--- src/rtl/uart_tx_fifo_if.sv ---
// uart_tx_fifo_if: the producer write port and the transmitter launch port
// of uart_tx_fifo, bundled together.
//   wr_valid/wr_data/wr_ready : producer -> FIFO valid/ready write port
//   tx_start/tx_data/tx_busy  : FIFO -> uart_top transmitter launch port
// The slave modport is the FIFO. The master modport is its environment: the
// producer drives the write side, and the transmitter drives tx_busy.
interface uart_tx_fifo_if #(
   parameter int PAYLOAD_BITS = 8
);
   logic                    wr_valid;
   logic [PAYLOAD_BITS-1:0] wr_data;
   logic                    wr_ready;
   logic                    tx_start;
   logic [PAYLOAD_BITS-1:0] tx_data;
   logic                    tx_busy;

   modport master (
      output wr_valid, wr_data, tx_busy,
      input  wr_ready, tx_start, tx_data
   );

   modport slave (
      input  wr_valid, wr_data, tx_busy,
      output wr_ready, tx_start, tx_data
   );
endinterface

--- src/rtl/uart_tx_fifo.sv ---
// uart_tx_fifo: DEPTH-entry byte buffer sitting in front of the uart_top
// transmitter. Words are queued through a valid/ready port and launched one
// at a time with a single-cycle tx_start pulse. Each launch must be
// acknowledged by tx_busy rising within BUSY_TIMEOUT cycles.
// Ports:
//   clk, rst   clock; synchronous active-high reset
//   flush      clears the queue; a frame already in flight is not aborted
//   bus        write port and transmitter port (slave modport)
//   level      occupancy 0..DEPTH; empty/full are derived from it
//   start_err  sticky flag: a launch was never acknowledged by tx_busy
module uart_tx_fifo #(
   parameter int PAYLOAD_BITS = 8,
   parameter int DEPTH        = 16,
   parameter int BUSY_TIMEOUT = 4
) (
   input  logic                   clk,
   input  logic                   rst,
   input  logic                   flush,
   uart_tx_fifo_if.slave          bus,
   output logic [$clog2(DEPTH):0] level,
   output logic                   empty,
   output logic                   full,
   output logic                   start_err
);
   localparam int AW = $clog2(DEPTH);
   localparam int LW = AW + 1;
   localparam int TW = (BUSY_TIMEOUT > 1) ? $clog2(BUSY_TIMEOUT) : 1;

   typedef enum logic [1:0] {IDLE, WAIT_BUSY, WAIT_DONE} state_t;

   state_t                  state, state_nxt;
   logic [PAYLOAD_BITS-1:0] mem [DEPTH];
   logic [AW-1:0]           wr_ptr, rd_ptr;
   logic [TW-1:0]           tmr;
   logic                    wr_en, pop, timeout;

   assign empty        = (level == '0);
   assign full         = (level == LW'(DEPTH));
   assign bus.wr_ready = ~full & ~rst & ~flush;
   assign wr_en        = bus.wr_valid & bus.wr_ready;

   // ---------------- FIFO storage and pointers ----------------
   // The pointers wrap on their own because DEPTH is a power of two.
   always_ff @(posedge clk) begin
      if (wr_en) mem[wr_ptr] <= bus.wr_data;
   end

   always_ff @(posedge clk) begin
      if (rst || flush) begin
         wr_ptr <= '0;
         rd_ptr <= '0;
         level  <= '0;
      end else begin
         if (wr_en) wr_ptr <= wr_ptr + AW'(1);
         if (pop)   rd_ptr <= rd_ptr + AW'(1);
         case ({wr_en, pop})
            2'b10:   level <= level + LW'(1);
            2'b01:   level <= level - LW'(1);
            default: ;
         endcase
      end
   end

   // ---------------- launch sequencer ----------------
   always_ff @(posedge clk) begin
      if (rst) state <= IDLE;
      else     state <= state_nxt;
   end

   always_comb begin
      state_nxt = state;
      case (state)
         IDLE:      if (pop) state_nxt = WAIT_BUSY;
         WAIT_BUSY: if (bus.tx_busy) state_nxt = WAIT_DONE;
                    else if (timeout) state_nxt = IDLE;
         WAIT_DONE: if (!bus.tx_busy) state_nxt = IDLE;
         default:   state_nxt = IDLE;
      endcase
   end

   // A pop only happens in IDLE with the link idle. This also covers the
   // case where reset left a frame running: IDLE waits for tx_busy to drop.
   always_comb begin
      pop     = 1'b0;
      timeout = 1'b0;
      case (state)
         IDLE:      pop     = ~empty & ~bus.tx_busy & ~flush;
         WAIT_BUSY: timeout = ~bus.tx_busy & (tmr == TW'(BUSY_TIMEOUT - 1));
         default:   ;
      endcase
   end

   // tmr counts completed cycles in WAIT_BUSY with tx_busy still low. The
   // timeout fires on the edge that ends the BUSY_TIMEOUT-th such cycle.
   always_ff @(posedge clk) begin
      if (rst) begin
         bus.tx_start <= 1'b0;
         bus.tx_data  <= '0;
         start_err    <= 1'b0;
         tmr          <= '0;
      end else begin
         bus.tx_start <= pop;
         if (pop)     bus.tx_data <= mem[rd_ptr];
         if (timeout) start_err   <= 1'b1;
         if (state == WAIT_BUSY && !bus.tx_busy) tmr <= tmr + TW'(1);
         else                                    tmr <= '0;
      end
   end
endmodule

--- src/flat_wrapper.sv ---
// flat-port wrapper written by rule: the top's interface ports become plain ports
module uart_tx_fifo_flat 
#(
   parameter int PAYLOAD_BITS = 8,
   parameter int DEPTH        = 16,
   parameter int BUSY_TIMEOUT = 4
)
  (clk, rst, flush, level, empty, full, start_err, bus_wr_valid, bus_wr_data, bus_tx_busy, bus_wr_ready, bus_tx_start, bus_tx_data);
  uart_tx_fifo_if #(.PAYLOAD_BITS(PAYLOAD_BITS)) bus_i ();
  input  logic clk;
  input  logic rst;
  input  logic flush;
  output logic [$clog2(DEPTH):0] level;
  output logic empty;
  output logic full;
  output logic start_err;
  input wire logic [$bits(bus_i.wr_valid)-1:0] bus_wr_valid;
  input wire logic [$bits(bus_i.wr_data)-1:0] bus_wr_data;
  input wire logic [$bits(bus_i.tx_busy)-1:0] bus_tx_busy;
  output wire logic [$bits(bus_i.wr_ready)-1:0] bus_wr_ready;
  output wire logic [$bits(bus_i.tx_start)-1:0] bus_tx_start;
  output wire logic [$bits(bus_i.tx_data)-1:0] bus_tx_data;
  assign bus_i.wr_valid = bus_wr_valid;
  assign bus_i.wr_data = bus_wr_data;
  assign bus_i.tx_busy = bus_tx_busy;
  assign bus_wr_ready = bus_i.wr_ready;
  assign bus_tx_start = bus_i.tx_start;
  assign bus_tx_data = bus_i.tx_data;
  uart_tx_fifo #(.PAYLOAD_BITS(PAYLOAD_BITS), .DEPTH(DEPTH), .BUSY_TIMEOUT(BUSY_TIMEOUT)) u_core (.clk(clk), .rst(rst), .flush(flush), .bus(bus_i), .level(level), .empty(empty), .full(full), .start_err(start_err));
endmodule
--- config.mk ---
export PLATFORM = sky130hd
export DESIGN_NAME = uart_tx_fifo_flat
export DESIGN_NICKNAME = d
export VERILOG_FILES = /design/src/rtl/uart_tx_fifo_if.sv /design/src/rtl/uart_tx_fifo.sv /design/src/flat_wrapper.sv
export SDC_FILE = /design/constraint.sdc
export NUM_CORES = 1
export LEC_CHECK = 0
export BUFFER_PORTS_ARGS = -buffer_cell sky130_fd_sc_hd__buf_4
export CAP_MARGIN = 25
export CORE_MARGIN = 8
export CORE_UTILIZATION = 45
export CTS_CLUSTER_DIAMETER = 80
export CTS_CLUSTER_SIZE = 10
export DETAILED_ROUTE_END_ITERATION = 10
export HOLD_SLACK_MARGIN = 0.02
export SYNTH_ARGS = -nofsm -noshare
export SYNTH_HDL_FRONTEND = slang
export SYNTH_SLANG_ARGS = --single-unit
--- constraint.sdc ---
create_clock -name clk -period 5.2 [get_ports clk]
set_input_delay 1.04 -clock clk [delete_from_list [all_inputs] [get_ports clk]]
set_output_delay 1.04 -clock clk [all_outputs]
set_load 0.1 [all_outputs]
==> impl_metrics.ini <==
[placed_design]
dpl_cell_area_mm2 = 0.006579
hpwl_mm = 8.270
globalplace.congestion = 0.8065
io_buffers = 30
placed_cells = 579

[route]
drt_pass1_iterations = 5
vias = 3315
wl_per_cell_um = 20.59
totalWireLength_mm = 12.60
ant_nets = 0
drc = 0
drt_iter0_drc = 223
via_per_inst = 5.417

[synth]
yosysTopAreaCell = edfxtp_1
synth_edf_count = 128
syn-num-nets = 408
synthesis.area_mm2 = 0.006181
synth-async-reset-ratio_pct = 0
synth_ff_type = edfxtp_1
ys_seq_elements = 155
yosysWarnings = 0
synth_cell_types = 42
synth_top_area_share_pct = 62.19
seq_area_frac_synth_pct = 70.93
syn_avg_cell_area_um2 = 16.10
netlist_top_cells_area = edfxtp_1 (62%), dfxtp_1 (8.7%), mux4_2 (5.8%)
netlist_instances = 384

[finish]
fin_cells = 612
final_cell_area_mm2 = 0.007207
syn2layout_area_growth_pct = 16.60
num_antenna_cells = 0
drive_above_1_share_pct = 20.83
final_cell_mix = edfxtp_1 (128), buf_4 (36), nor2_1 (35), mux2i_1 (33), dfxtp_1 (26)
final_common_cell = edfxtp_1
nets = 444
fillers = 1149

[setup_path]
cp.arrival_ns = 3.90
criticalPathCategory = input port to flop
critical_path.max_fanout = 14
cp.required_ns = 5.46
ff2ff_setup_slack_ns = 2.13
critPathLaunchType = input port
worst_setup_path_end_kind = flop
r2r_cells = 11
r2r-end = u_core.level[4]
reg2reg_from = u_core.state[0]

[floorplan]
core_mm2 = 0.01367
die-area_mm2 = 0.01774
chipWidth_um = 133.2
initial_core_util_pct = 45.23
fp-row-count = 43
die_y_um = 133.2
pin_count = 31

[clock_network]
cts.path.max_buffers = 2
clkLatencyLatePin_ns = 0.42
root_buffer = clkbuf_16
post-cts-setup-buffers = 0
cts_htree_levels = 4
numCtsBuffers = 17
cts.repair.resized = 0
postCtsHoldBufs = 0
clk_pin_slew_ns = 0.06
clock-sinks = 155
cts_tree = done

[pwr]
cellLeakagePower_uw = 0.002285
ir_drop_mv = 0.2718
p_int_uw = 2116
sw_frac_of_total_pct = 20.21
seq_power_share_pct = 50.8
p_switching_uw = 535.9
power_density_mw_per_mm2 = 367.9
pwr-share-clk_pct = 46.7
pwr-share-comb_pct = 2.5

[sta]
skew_ns = 0.008384
rsz0062_at_grt = no
hold_viol = 0
fin_tns_setup_ns = 0
setup-violations-final = 0
timing.fmax_mhz = 275.2
worst_slew_pin_slew_ns = 0.8559
min_period_ns = 3.634
fin_hold_ws_ns = 0.4211
finalMaxSlewViolations = 0
slew_headroom_pct = 42.94
period_share_pct = 69.89

[grt]
antenna_found_initial = 0
grt_pass1_wl_mm = 19.60
gr-total-overflow = 0
grt_max_degree = 31
grt_pass1_vias = 3389
grt_util_all_layers_pct = 14.97

[flow_run]
maxCapViolCount = 0

[worst_hold_path]
holdPathEnd = u_core.tmr[0]
min_path_cells = 1
hold_start = u_core.tmr[0]
hold_path.class = flop to flop

[run_status]
status = complete, no violations
## flip-flops by register name (all words and copies together) (netlist names)
name	count
u_core.mem	128
u_core.start_err	1
u_core.wr_ptr	4
u_core.rd_ptr	4
u_core.tmr	2
u_core.bus.tx_data	8
u_core.bus.tx_start	1
u_core.level	5
u_core.state	2
## final cells by class
type	instances	area, um^2	share of cell area, %
sequential	155	4385	60.85
inverter	9	33.78	0.4688
timing repair buffer	38	302.8	4.201
clock inverter	14	170.2	2.361
tap	180	225.2	3.125
clock buffer	17	425.4	5.903
multi-input combinational	199	1664	23.09
## layer usage
| metal | up-vias | wire length [um] | global-route usage [%] |
|---|---|---|---|
| met5 | - | 0 | 0 |
| met4 | 0 | 220 | 6.488 |
| met3 | 19 | 529 | 3.991 |
| met2 | 74 | 6222 | 23.18 |
| met1 | 1667 | 5629 | 19.50 |
| li1 | 1555 | - | - |
## worst max-delay path, stage by stage
cell and delay, ns:
buf_4 0.17, or2_0 0.52, a211oi_4 0.53, inv_1 0.09, ha_1 0.26, ha_1 0.33
nor2b_1 0.15, o21ai_0 0.23, nor4b_1 0.35, or3_1 0.16, a21oi_1 0.06
## power groups by stage
| stage | sequential, uW | clock, uW | combinational, uW |
|---|---|---|---|
| 2_1_floorplan | 1380 | 0 | 23.8 |
| 3_3_place_gp | 1370 | 0 | 63.4 |
| 3_5_place_dp | 1370 | 0 | 65.3 |
| 4_1_cts | 1350 | 1260 | 65.4 |
| 5_1_grt | 1350 | 1310 | 70.6 |
| 6_report | 1350 | 1240 | 65.7 |
## per-stage QoR
step	worst slack, ns	util (%)	power [uW]
CTS	1.640	52.50	2674
global route	1.373	52.74	2724
global placement	1.343	48.14	1438
detailed placement	1.196	48.14	1440
finish	1.566	52.74	2652
floorplan	0.9594	-	1406
## worst max path at each step
| stage | start | end | slack (ns) | cells after the start |
|---|---|---|---|---|
| after floorplan | u_core.level[0] | bus_wr_ready | 0.96 | 3 |
| after CTS | rst | u_core.level[4] | 1.64 | 11 |
| final | rst | u_core.level[4] | 1.57 | 11 |
| after global routing | rst | u_core.level[4] | 1.37 | 11 |
| after global placement | rst | u_core.level[4] | 1.34 | 11 |
| after detailed placement | rst | u_core.level[4] | 1.20 | 11 |
## cells in the mapped netlist (all sizes together), types with 6 or more instances
library cell / instances
edfxtp: 128
nor2: 35
mux2i: 33
dfxtp: 27
nand2: 17
mux4: 16
o22ai: 16
buf: 12
a211oi: 11
ha: 10
clkbuf: 9
inv: 9
a311oi: 8
nor3: 7
nor2b: 6
## cell families (layout without fill, tap and decap cells)
group | after synthesis | in the layout | synth area share, %
flops | 155 | 155 | 70.93
fa+ha+maj | 11 | 11 | 2.348
compound gates | 48 | 48 | 5.830
buf+inv | 30 | 78 | 2.146
simple gates | 84 | 84 | 6.579
mux | 49 | 49 | 11.17
xor+xnor | 7 | 7 | 0.9919
Note: power is estimated with default switching activity, not from simulation.
